--- src/rtl/pipe_hazard_ctrl.sv ---
`timescale 1ns/1ps
// pipe_hazard_ctrl: register-hazard stall, bubble and branch-flush control for the 5-stage pipeline.
// Define PIPE_FWD_EN to enable EXEC operand forwarding with a load-use-only stall rule.
module pipe_hazard_ctrl #(
   parameter int REG_AW = 4,
   parameter int CNT_W  = 16
) (
   input  logic              clk,
   input  logic              resetn,
   input  logic              dec_valid,
   input  logic [REG_AW-1:0] dec_rs_a,
   input  logic [REG_AW-1:0] dec_rs_b,
   input  logic              dec_use_a,
   input  logic              dec_use_b,
   input  logic [REG_AW-1:0] dec_rd,
   input  logic              dec_wr_en,
   input  logic              dec_is_load,
   input  logic              ex_branch_taken,
   output logic              pc_en,
   output logic              fd_en,
   output logic              fd_flush,
   output logic              de_bubble,
   output logic [1:0]        fwd_a_sel,
   output logic [1:0]        fwd_b_sel,
   output logic [2:0]        stage_valid,
   output logic [CNT_W-1:0]  stall_cnt,
   output logic [CNT_W-1:0]  flush_cnt
);

   typedef struct packed {
      logic              valid;
      logic [REG_AW-1:0] rd;
      logic              wr_en;
      logic              is_load;
      logic [REG_AW-1:0] rs_a;
      logic [REG_AW-1:0] rs_b;
      logic              use_a;
      logic              use_b;
   } trk_t;

   localparam logic [REG_AW-1:0] PC_REG  = REG_AW'(15);
   localparam logic [CNT_W-1:0]  CNT_MAX = {CNT_W{1'b1}};
   localparam logic [CNT_W-1:0]  CNT_ONE = CNT_W'(1);

   trk_t             r_ex;
   trk_t             r_mem;
   trk_t             r_wb;
   trk_t             w_ex_nxt;
   logic             w_hazard;
   logic             w_flush;
   logic             w_stall;
   logic [CNT_W-1:0] r_stall_cnt;
   logic [CNT_W-1:0] r_flush_cnt;
   logic             w_unused;

   function automatic logic src_match(input logic use_src, input logic [REG_AW-1:0] src,
                                      input trk_t stg);
      return use_src && stg.valid && stg.wr_en && (stg.rd == src) && (src != PC_REG);
   endfunction

   function automatic logic [CNT_W-1:0] sat_inc(input logic [CNT_W-1:0] cnt);
      logic [CNT_W-1:0] nxt;
      if (cnt == CNT_MAX) begin
         nxt = cnt;
      end else begin
         nxt = cnt + CNT_ONE;
      end
      return nxt;
   endfunction

`ifdef PIPE_FWD_EN
   // MEMW is younger than WRBK so it wins; a load in MEMW is never a forwarding source
   function automatic logic [1:0] fwd_pick(input logic use_src, input logic [REG_AW-1:0] src,
                                           input trk_t mem, input trk_t wb);
      logic [1:0] sel;
      if (src_match(use_src, src, mem) && !mem.is_load) begin
         sel = 2'd1;
      end else if (src_match(use_src, src, wb)) begin
         sel = 2'd2;
      end else begin
         sel = 2'd0;
      end
      return sel;
   endfunction
`endif

   // Hazard detection for the DECD instruction against the in-flight writers
   always_comb begin
      w_hazard = 1'b0;
`ifdef PIPE_FWD_EN
      w_hazard = r_ex.is_load &&
                 (src_match(dec_use_a, dec_rs_a, r_ex) || src_match(dec_use_b, dec_rs_b, r_ex));
`else
      w_hazard = src_match(dec_use_a, dec_rs_a, r_ex)  || src_match(dec_use_b, dec_rs_b, r_ex)  ||
                 src_match(dec_use_a, dec_rs_a, r_mem) || src_match(dec_use_b, dec_rs_b, r_mem) ||
                 src_match(dec_use_a, dec_rs_a, r_wb)  || src_match(dec_use_b, dec_rs_b, r_wb);
`endif
   end

   // Stage enable decode: a taken branch in EXEC overrides any stall
   always_comb begin
      w_flush = ex_branch_taken && r_ex.valid;
      w_stall = 1'b0;
      if (w_flush) begin
         pc_en     = 1'b1;
         fd_en     = 1'b1;
         fd_flush  = 1'b1;
         de_bubble = 1'b1;
      end else if (dec_valid && w_hazard) begin
         w_stall   = 1'b1;
         pc_en     = 1'b0;
         fd_en     = 1'b0;
         fd_flush  = 1'b0;
         de_bubble = 1'b1;
      end else begin
         pc_en     = 1'b1;
         fd_en     = 1'b1;
         fd_flush  = 1'b0;
         de_bubble = 1'b0;
      end
   end

   // Entry entering EXEC on the next edge: the DECD instruction or a zeroed bubble
   always_comb begin
      w_ex_nxt = '0;
      if (dec_valid && !de_bubble) begin
         w_ex_nxt.valid   = 1'b1;
         w_ex_nxt.rd      = dec_rd;
         w_ex_nxt.wr_en   = dec_wr_en;
         w_ex_nxt.is_load = dec_is_load;
         w_ex_nxt.rs_a    = dec_rs_a;
         w_ex_nxt.rs_b    = dec_rs_b;
         w_ex_nxt.use_a   = dec_use_a;
         w_ex_nxt.use_b   = dec_use_b;
      end else begin
         w_ex_nxt = '0;
      end
   end

`ifdef PIPE_FWD_EN
   // Operand forwarding selects for the instruction currently in EXEC
   always_comb begin
      fwd_a_sel = fwd_pick(r_ex.use_a, r_ex.rs_a, r_mem, r_wb);
      fwd_b_sel = fwd_pick(r_ex.use_b, r_ex.rs_b, r_mem, r_wb);
   end
`else
   assign fwd_a_sel = 2'd0;
   assign fwd_b_sel = 2'd0;
`endif

   // Tracking shift register EXEC -> MEMW -> WRBK
   always_ff @(posedge clk or negedge resetn) begin
      if (!resetn) begin
         r_ex  <= '0;
         r_mem <= '0;
         r_wb  <= '0;
      end else begin
         r_wb  <= r_mem;
         r_mem <= r_ex;
         r_ex  <= w_ex_nxt;
      end
   end

   // Saturating stall and flush event counters
   always_ff @(posedge clk or negedge resetn) begin
      if (!resetn) begin
         r_stall_cnt <= '0;
         r_flush_cnt <= '0;
      end else begin
         if (w_flush) begin
            r_flush_cnt <= sat_inc(r_flush_cnt);
         end else begin
            r_flush_cnt <= r_flush_cnt;
         end
         if (w_stall) begin
            r_stall_cnt <= sat_inc(r_stall_cnt);
         end else begin
            r_stall_cnt <= r_stall_cnt;
         end
      end
   end

   assign stage_valid = {r_wb.valid, r_mem.valid, r_ex.valid};
   assign stall_cnt   = r_stall_cnt;
   assign flush_cnt   = r_flush_cnt;

   // Entry fields kept for visibility but not consumed in every build
   assign w_unused = ^{r_ex, r_mem, r_wb};

endmodule

--- config.mk ---
export PLATFORM = sky130hd
export DESIGN_NAME = pipe_hazard_ctrl
export DESIGN_NICKNAME = d
export VERILOG_FILES = /design/src/rtl/pipe_hazard_ctrl.sv
export SDC_FILE = /design/constraint.sdc
export NUM_CORES = 1
export LEC_CHECK = 0
export ABC_AREA = 1
export CAP_MARGIN = 20
export CORE_UTILIZATION = 28
export CTS_CLUSTER_DIAMETER = 50
export DETAILED_ROUTE_END_ITERATION = 8
export GPL_TIMING_DRIVEN = 1
export PLACE_DENSITY = 0.49
export SLEW_MARGIN = 20
export SYNTH_ARGS = -nofsm -noshare
export SYNTH_HDL_FRONTEND = slang
export SYNTH_SLANG_ARGS = --single-unit
--- constraint.sdc ---
create_clock -name clk -period 2.3 [get_ports clk]
set_input_delay 0.46 -clock clk [delete_from_list [all_inputs] [get_ports clk]]
set_output_delay 0.46 -clock clk [all_outputs]
set_load 0.05 [all_outputs]
Word-level counts from Yosys, hierarchy flattened --
Cells that the tools add are included.
Word-level totals: register bits after elaboration 50, input bits 20, logic and storage cells 67, output and inout bits 43
Operators by class: reductions and logical operators 35, add/sub/neg operators 2, muxes and demuxes 7, equal/unequal tests 10, bitwise operators 2
Operator list (number):
- $add 16x1->16 const B | 2
- $eq 16x16->1 const B | 2
- $logic_and 1x1->1 | 27
- $eq 4x4->1 | 6
- $mux 17 | 1
- $ne 4x4->1 const B | 2
- $mux 1 | 6
- $logic_or 1x1->1 | 5
- $reduce_and 2->1 | 2
- $not 1->1 | 2
- $logic_not 1->1 | 1

Logic depth before layout (Yosys ltp) --
word-level depth 15, gate-level depth with buffers 13, mapped depth without buffers 12

Least setup slack after synthesis --
OpenSTA, ideal clock, no wires.
path type reg2reg, start point register r_stall_cnt[0] (netlist: stall_cnt[0]), end point register r_stall_cnt[7] (netlist: stall_cnt[7]), stages on the path, launching flop included 12, path buffers 1, slack 0.190 ns, clock period less this slack 2.110 ns, arrival time 1.991 ns, data required time 2.182 ns, setup time 0.118 ns, path through dfrtp_1 > ha_1 > nand3_2 > nor3_4 > nand2_2 > nor2_2 > nand4_2 > clkinv_2 > nor2_8 > buf_6 > nand2_1 > nand2_1
On the way: longest elaborated chain between the ends 3
RTL lines:
- from (decl) | line 52 | logic [CNT_W-1:0] r_stall_cnt;
- from (signal assigned) | line 176 | r_stall_cnt <= sat_inc(r_stall_cnt);
- from (signal assigned) | line 178 | r_stall_cnt <= r_stall_cnt;
- parallel branches: the longest is 3 deep, another holds $add 16x1->16
Parallel ways; which one is timed is not known. A chain may end at the register's enable or synchronous reset.

Final worst setup path --
start point input dec_rs_b[1], end point output pc_en
On the way: longest elaborated chain between the ends 11
RTL lines:
- from (decl) | line 12 | input logic [REG_AW-1:0] dec_rs_b,
- $eq 4x4->1 | line 58 | return use_src && stg.valid && stg.wr_en && (stg.rd == src) && (src != PC_REG);
- $logic_and 1x1->1 (2 in a row) | line 58
- $logic_or 1x1->1 (2 in a row) | line 94 | w_hazard = src_match(dec_use_a, dec_rs_a, r_ex) || src_match(dec_use_b, dec_rs_b, r_ex) ||
- $logic_or 1x1->1 (2 in a row) | line 95 | src_match(dec_use_a, dec_rs_a, r_mem) || src_match(dec_use_b, dec_rs_b, r_mem) ||
- $logic_or 1x1->1 * | line 96 | src_match(dec_use_a, dec_rs_a, r_wb) || src_match(dec_use_b, dec_rs_b, r_wb);
- $logic_and 1x1->1 * | line 109 | end else if (dec_valid && w_hazard) begin
- $mux 1 * | line 109
- $mux 1 * | line 104 | if (w_flush) begin
- to (decl) | line 19 | output logic pc_en,
Mark *: on every way between the ends. The rest lies on a longest branch, timed or not.

==> results.md <==
- Status: finished, final reports clean
- Peak VDD IR: approximately 0.73 mV
- Final WL: between 6 and 7 mm
- Worst R2R End: stall_cnt[7]
- Yosys cell types: 29
- Worst r2r src: stall_cnt[0]
- Final Non-Filler Cells: roughly 560
- Maximum root-to-sink buffer count: 2
- # rows: 36
- Routed Antenna Nets: 0
- Remaining Overflow, GRT: 0
- Main area contributors after synthesis: dfrtp_1 45%, nand2_1 18%, xnor2_1 6.3%, nand3_1 4.6%, xor2_1 4.4%
- # nets final: 445
- Avg Vias per Cell: roughly 4.3
- Global Route Usage Sum: 13.2%
- Post-DP HPWL: 4.74 mm
- Critical path buffers and inverters: 3
- CTS tree: yes
- Htree depth: 2
- Ports: 63
- Clk root buf: clkbuf_8
- # DRC: 0
- Max-slew headroom: between 60% and 70%
- Placed Instances: 549
- FMAX: 0.469 GHz
- Slowest cell delay on critical path: 0.27 ns
- Average size of a mapped cell: 7.89 um^2
- DIE AREA: approximately 10,000 um^2
- Top cells by count, synth: 135 x nand2_1, 50 x dfrtp_1, 32 x inv_1
- PwrDens: 590 nW/um^2
- Wire length per cell: ~11 um
- Grt met1 use: 17.7%
- Hold Vio Cnt, Final: 0
- Critical path endpoint: pc_en
- Final core utilization: 37.8%
- Worst EP required: 1.84 ns
- R2R setup slack: 0.45 ns
- Synthesized area: 2800 um^2
- Fin crit share: 92.7%
- Clock buffer count from CTS: 5
- Final hold slack: between 0.1 and 0.15 ns
- Yosys top cell by area: dfrtp_1
- Vias in the first global route: 2,340
- Most Crowded Layer GR: met2
- Register area share after synthesis: 44.7%
- Setup violations, final: 0
- Antenna fix cells: 0
- DRT iter0 DRCs: 63
- Leak pwr: 1.78 nW
- Initial core utilization: 28.8%
- Share of cells above drive strength 1: between 10% and 20%
- Skew final: roughly 0.0054 ns
- Die H: 102 um
- Finished Cell Area: 3680 um^2
- Die X: 102 um
- WP data arrival: 1.67 ns
- Synth top area share: 44.7%
- Mapped Cells: between 300 and 400
- #FFs+latches synth: 50
- Clock sink count: 50
- Area Overhead vs Synth: 31.3%
- Final Max Slew Viols: 0
- Port Buffers: 57
- Final Critical Period: around 2.1 ns
- Synthesis warning total: 0
- Vias: 2,376
- R2r worst-path depth: 9
- Critical Setup Path Class: in2out
- Critical Path Fanout Max: 5
- Most Frequent Cell on Critical Path: nand2_1
- Most numerous cell in the Yosys netlist: nand2_1
- Main flop type after synthesis: dfrtp_1
- Crit path from: dec_rs_b[1]
- RSZ-0062 raised after global routing: no
- Fillers: 1,038
- Dpl cell area: 3590 um^2
- Critical Path End Type: primary output
- Cells along the critical path: clkdlybuf4s15_1 -> inv_2 -> nand2_1 -> nand2_1 -> nor2_1 -> nand3_1 -> nand3_1 -> nand2_1 -> nand2_2 -> nand3_4 -> buf_12
- Crit start category: input port
- Gpl congestion: roughly 0.8
- Post-synth ARST share: 100%
- Clk_lat worst skew: roughly 0.30 ns
- Core area: 9730 um^2
- Met2 Usage GRT: between 20% and 30%
- Initial antenna violation count: 0
- Reg clk slew, reported paths: 0.08 ns
- First-pass GRT wire length: 10.8 mm
- M3 GR Usage: 2.67%
- Number of flops mapped to enable cells by yosys: 0
- Total iterations of the first detailed-routing run: 4
- Max cap viols: 0
- CP max stage cell: clkdlybuf4s15_1
- Crit path depth: 11
- Worst hold path class: in2async
- Largest net degree at the start of global routing: 51
- Crit-path leading delay family: simple AND/OR/NAND/NOR gates
- Worst slew pin tran: 0.541 ns
placed cells by master (no fill, tap or decap), types with 2 or more instances in the layout:
master,count
clkbuf_2,5
dlygate4sd2_1,4
buf_4,10
dfrtp_1,49
xor2_1,14
nand2_2,5
nor3_1,2
nand3_1,26
clkdlybuf4s50_1,42
clkinv_2,2
nand4_1,6
nand2_1,133
nor4_1,4
clkbuf_8,6
nor2_2,5
nor2_1,23
a21oi_2,3
buf_12,5
conb_1,4
inv_2,8
inv_1,31
xnor2_1,20
o21ai_0,3
ha_1,2
power breakdown:
part / leakage (nW) / internal, W / switching [W]
registers: 0.668 / 0.000953 / 0.0000844
clock network: 0.0482 / 0.000243 / 0.000279
logic: 1.07 / 0.000214 / 0.000397
through the flow:
stage / setup TNS [ns] / power, W / setup WS [ns]
floorplan: 0 / 0.00143 / 0.190
global placement: -2.26 / 0.00167 / -0.187
detailed placement: -2.73 / 0.00167 / -0.206
CTS: 0 / 0.00222 / 0.0809
global route: 0 / 0.00230 / 0.0288
finish: 0 / 0.00217 / 0.168
final cells by class:
class                      instances  area (um^2)  share of cell area, %
clock inverter                     1         5.00                  0.136
sequential                        50         1250                   34.1
multi-input combinational        258         1350                   36.6
clock buffer                       7         86.3                   2.35
tap                              133          166                   4.53
inverter                          40          151                   4.12
timing repair buffer              68          671                   18.2
metal layers:
layer	vias to the layer above	part of all wire [%]	routed length, um
li1	1217	-	-
met2	46	47	2950
met3	10	3.6	224
met5	-	0	0
met4	0	1.5	94
met1	1103	48	2980
sequential cells by signal, indices dropped and copies added (netlist names):
| name | flops |
|---|---|
| flush_cnt | 16 |
| stall_cnt | 16 |
| r_ex | 5 |
| r_mem | 5 |
| r_wb | 5 |
| stage_valid | 3 |
repair_timing:
| item | in CTS | in global routing |
|---|---|---|
| endpoints found under the hold margin | 0 | 0 |
| cloned | 0 | 0 |
| setup buffers | 0 | 0 |
| pin swaps | 1 | 1 |
| hold buffers | 0 | 0 |
| endpoints found under the setup margin | 3 | 3 |
| gates resized for setup | 14 | 16 |
worst min path at each step:
stage,from,end,slack [ns],cells past startpoint
after floorplan,resetn,flush_cnt[0],0.16,0
after global placement,r_ex[11],r_mem[11],0.38,0
after detailed placement,r_ex[11],r_mem[11],0.39,0
after CTS,resetn,flush_cnt[14],0.15,2
after global routing,resetn,r_wb[13],0.16,2
final,resetn,r_wb[13],0.14,2
cell families after synthesis:
family	count (synthesis)	synth area share, %
other cells	1	0.134
compound gates	6	1.07
simple gates	212	34.1
flops	50	44.7
fa+ha+maj	2	0.893
xor+xnor	34	10.6
buf+inv	50	8.49
Power figures use the tool's default switching activity.
==> variant 1: new RTL, same flow settings <==
Add a define of `PIPE_FWD_EN`.
--- a/src/rtl/pipe_hazard_ctrl.sv
+++ b/src/rtl/pipe_hazard_ctrl.sv
@@ -2,4 +2,6 @@
 // pipe_hazard_ctrl: register-hazard stall, bubble and branch-flush control for the 5-stage pipeline.
 // Define PIPE_FWD_EN to enable EXEC operand forwarding with a load-use-only stall rule.
+`define PIPE_FWD_EN
+
 module pipe_hazard_ctrl #(
    parameter int REG_AW = 4,
Formal check against the unedited RTL: not equivalent (a bounded check fails within 4 cycles, from zero or initial values and one cycle with resetn low).
==> variant 1 against the original RTL <==
Area after synthesis is 15% higher; design area grew 26%; final cell count up 15%; sequential cell count rose by 12; routed wire length increased by 33%; largest cell class is now registers; critical path type is now register to output port; worst setup slack lost 0.13 ns; first-iteration DRC count is 67% higher; power is 48% higher.
==> variant 1: results <==
<?xml version="1.0" encoding="UTF-8"?>
<metrics>
  <group name="outcome">
    <metric name="outcome" unit="">finished, final reports clean</metric>
  </group>
  <group name="timing">
    <metric name="hold_slack" unit="ns">0.151</metric>
    <metric name="max_clock_freq" unit="GHz">0.442</metric>
    <metric name="max-slew-margin-rel" unit="%">66.1</metric>
  </group>
  <group name="placement">
    <metric name="placedInstanceArea" unit="µm²">4140</metric>
    <metric name="io_buffers" unit="">62</metric>
    <metric name="detailedPlace.worstSlack" unit="ns">-0.145</metric>
    <metric name="dpl.hpwl" unit="mm">5.93</metric>
    <metric name="numPlacedInstances" unit="">610</metric>
  </group>
  <group name="synth">
    <metric name="synth_top_cells_by_count" unit="">sky130_fd_sc_hd__nand2_1, sky130_fd_sc_hd__dfrtp_1, sky130_fd_sc_hd__inv_1</metric>
    <metric name="synth_top_cells_by_area" unit="">sky130_fd_sc_hd__dfrtp_1, sky130_fd_sc_hd__nand2_1, sky130_fd_sc_hd__inv_1, sky130_fd_sc_hd__nor2_1, sky130_fd_sc_hd__nand3_1</metric>
    <metric name="synthesis.area_per_instance" unit="µm²">8.02</metric>
  </group>
  <group name="layout">
    <metric name="layout-drive-gt1-share" unit="%">18.5</metric>
  </group>
  <group name="power_and_ir_drop">
    <metric name="p_comb_share" unit="%">16.4</metric>
    <metric name="cellLeakagePower" unit="µW">0.00225</metric>
    <metric name="vdd_drop_max" unit="V">0.000554</metric>
    <metric name="clock_power" unit="µW">1430</metric>
  </group>
  <group name="worst_setup_path">
    <metric name="critical_path.startpoint" unit="">r_ex[13]$_DFF_PN0_</metric>
    <metric name="reg2reg_setup_slack" unit="ns">0.50</metric>
    <metric name="crit_reg_reg_endpoint" unit="">flush_cnt[13]$_DFFE_PN0P_</metric>
    <metric name="slowest_cell_delay_on_critical_path" unit="ns">0.45</metric>
    <metric name="timing.critical_path.arrival" unit="ns">1.80</metric>
  </group>
  <group name="cts">
    <metric name="cts-buffers-inserted" unit="">9</metric>
    <metric name="cts.reportedPaths.clkPinSlew" unit="ns">0.05</metric>
  </group>
  <group name="global_route">
    <metric name="grt_start_max_net_pins" unit="">63</metric>
    <metric name="grt_pass1_vias" unit="">2942</metric>
    <metric name="grt_first_pass_wirelength" unit="mm">14.0</metric>
    <metric name="grt_usage" unit="%">15.5</metric>
  </group>
  <group name="route">
    <metric name="wl_per_cell" unit="µm">12.9</metric>
  </group>
</metrics>
-- variant 1: cell count changes in the layout (fill, tap and decap cells not counted), moves of 5 or more --
| cell | unedited run | this run |
|---|---|---|
| sky130_fd_sc_hd__xnor2_1 | 20 | 11 |
| sky130_fd_sc_hd__clkbuf_2 | 5 | 0 |
| sky130_fd_sc_hd__clkbuf_8 | 6 | 1 |
| sky130_fd_sc_hd__nand2_1 | 133 | 105 |
| sky130_fd_sc_hd__inv_1 | 31 | 47 |
| sky130_fd_sc_hd__buf_4 | 10 | 35 |
| sky130_fd_sc_hd__nor3_1 | 2 | 9 |
| sky130_fd_sc_hd__nand4_1 | 6 | 19 |
| sky130_fd_sc_hd__dlygate4sd2_1 | 4 | 10 |
| sky130_fd_sc_hd__dfrtp_1 | 49 | 59 |
| sky130_fd_sc_hd__clkbuf_16 | 0 | 9 |
| sky130_fd_sc_hd__nor2_1 | 23 | 46 |
-- variant 1: layout make-up --
type	count	area, µm²	share of cell area (%)
tap	140	175	3.79
inverter	56	218	4.71
sequential	62	1560	33.7
clock buffer	12	246	5.34
timing repair buffer	97	936	20.3
multi-input combinational	272	1420	30.7
clock inverter	4	70.1	1.52
-- variant 1: layer usage --
layer / track usage, % / part of all wire [%] / vias up
li1: - / - / 1449
met5: 0 / 0 / -
met2: 27.4 / 51 / 58
met4: 4.92 / 1.3 / 0
met3: 4.12 / 3.8 / 8
met1: 18.2 / 44 / 1427
-- variant 1: cells by family after synthesis --
group / share of synthesized area [%]
and+or+nand+nor: 33.0
buffers and inverters: 8.89
DFF: 48.4
xor gates and xnor gates: 7.37
AOI/OAI and AO/OA: 1.56
adders and majority gates: 0.780
==> variant 2: new RTL, same flow settings <==
Without the edit above. Make the reset (`resetn`) synchronous in 2 clocked blocks.
--- a/src/rtl/pipe_hazard_ctrl.sv
+++ b/src/rtl/pipe_hazard_ctrl.sv
@@ -150,5 +150,5 @@
 
    // Tracking shift register EXEC -> MEMW -> WRBK
-   always_ff @(posedge clk or negedge resetn) begin
+   always_ff @(posedge clk) begin
       if (!resetn) begin
          r_ex  <= '0;
@@ -163,5 +163,5 @@
 
    // Saturating stall and flush event counters
-   always_ff @(posedge clk or negedge resetn) begin
+   always_ff @(posedge clk) begin
       if (!resetn) begin
          r_stall_cnt <= '0;
Check against the original RTL: differs if resetn is asserted again (counterexample within 4 cycles, from zero or initial values and one cycle with resetn low); with resetn held inactive, the same outputs for 10 cycles.
==> variant 2 against the original RTL <==
Count of clock-buffer cells in the layout down 1; area after synthesis up 3.3%; global-route usage rose by 0.51 points; worst setup slack worse by 0.035 ns; core utilization grew 0.15 points; via count increased by 16%; final cell count increased by 13%; sequential cell count is the same; sequential share of layout area down 7.4 points; routed wire length rose by 13%; non-clock buffer count increased by 4; design area increased by 2.2%; synthesized cell count rose by 21%; largest cell class unchanged; highest routed layer unchanged.
Power is not compared: it rests on default switching activity, and its combinational part moved more than twofold at a synthesized area within 25%.
==> variant 2: results <==
<?xml version="1.0" encoding="UTF-8"?>
<metrics>
  <group name="outcome">
    <metric name="outcome" unit="">finished, final reports clean</metric>
  </group>
  <group name="worst_setup_path">
    <metric name="capture_point_of_the_worst_path" unit="">de_bubble</metric>
    <metric name="critical_path.startpoint" unit="">dec_rs_b[2]</metric>
    <metric name="cell_with_the_largest_stage_delay_on_the_worst_path" unit="">sky130_fd_sc_hd__dlygate4sd2_1</metric>
    <metric name="crit_reg_reg_endpoint" unit="">stall_cnt[10]$_SDFFE_PN0P_</metric>
    <metric name="worst-r2r-cell-count" unit="">13</metric>
  </group>
  <group name="global_route">
    <metric name="grt_start_max_net_pins" unit="">18</metric>
    <metric name="globalRouteMet2Util" unit="%">23.0</metric>
    <metric name="grt_usage" unit="%">13.7</metric>
  </group>
  <group name="cts">
    <metric name="cts_setup_buffers" unit="">1</metric>
    <metric name="cts.repair.resized" unit="">12</metric>
  </group>
  <group name="route">
    <metric name="met2RoutedLength" unit="mm">3.31</metric>
    <metric name="wl_per_cell" unit="µm">11.2</metric>
    <metric name="detail_route.vias_per_cell" unit="">4.39</metric>
    <metric name="detail_route.wirelength" unit="mm">7.09</metric>
    <metric name="met3_length" unit="µm">251</metric>
  </group>
  <group name="placement">
    <metric name="numPlacedInstances" unit="">622</metric>
    <metric name="placedInstanceArea" unit="µm²">3690</metric>
    <metric name="dpl.hpwl" unit="mm">5.52</metric>
    <metric name="detailedPlace.worstSlack" unit="ns">-0.187</metric>
    <metric name="gp_congestion" unit="">0.803</metric>
  </group>
  <group name="layout">
    <metric name="nFillCells" unit="">1079</metric>
    <metric name="nNonClkInverters" unit="">69</metric>
    <metric name="multiInputGateArea" unit="µm²">1540</metric>
    <metric name="num-nonclk-buffers" unit="">72</metric>
    <metric name="n_clock_buffer" unit="">6</metric>
    <metric name="finish.net_count" unit="">519</metric>
    <metric name="comb.multi_input.count" unit="">299</metric>
    <metric name="regArea" unit="µm²">1000</metric>
    <metric name="area.share.sequential" unit="%">26.7</metric>
  </group>
  <group name="floorplanning">
    <metric name="die_area" unit="µm²">10700</metric>
  </group>
  <group name="timing">
    <metric name="finalWorstSetupSlack" unit="ns">0.133</metric>
    <metric name="max-slew-margin-rel" unit="%">66.2</metric>
    <metric name="finClkSkew" unit="ns">0.0146</metric>
  </group>
  <group name="synth">
    <metric name="share_of_synthesized_area_occupied_by_flip_flops_and_latches" unit="%">34.6</metric>
    <metric name="asyncSetResetFlopFracSynth" unit="%">0</metric>
    <metric name="synth_top_cells_by_count" unit="">sky130_fd_sc_hd__nand2_1, sky130_fd_sc_hd__inv_1, sky130_fd_sc_hd__dfxtp_1</metric>
    <metric name="yosysUniqueCellTypes" unit="">31</metric>
    <metric name="synth_top_cells_by_area" unit="">sky130_fd_sc_hd__dfxtp_1, sky130_fd_sc_hd__nand2_1, sky130_fd_sc_hd__inv_1, sky130_fd_sc_hd__nor2_1, sky130_fd_sc_hd__nand2_2</metric>
  </group>
</metrics>
==> variant 2: logic make-up after synthesis <==
kind of cell / Yosys count / share of synthesized area, %
compound gates: 38 / 7.96
xor+xnor: 18 / 5.45
fa+ha+maj: 2 / 0.865
buf+inv: 83 / 12.7
flops: 50 / 34.6
other cells: 1 / 0.130
simple gates: 237 / 38.3
==> variant 2: worst min path at each step <==
stage                    startpoint                    to  cells after the start
2_1_floorplan   r_ex[11]$_SDFF_PN0_  r_mem[11]$_SDFF_PN0_                      2
3_3_place_gp    r_ex[11]$_SDFF_PN0_  r_mem[11]$_SDFF_PN0_                      2
3_5_place_dp   r_mem[11]$_SDFF_PN0_   r_wb[11]$_SDFF_PN0_                      2
4_1_cts        r_mem[11]$_SDFF_PN0_   r_wb[11]$_SDFF_PN0_                      2
5_1_grt         r_ex[11]$_SDFF_PN0_  r_mem[11]$_SDFF_PN0_                      2
6_report       r_mem[11]$_SDFF_PN0_   r_wb[11]$_SDFF_PN0_                      2
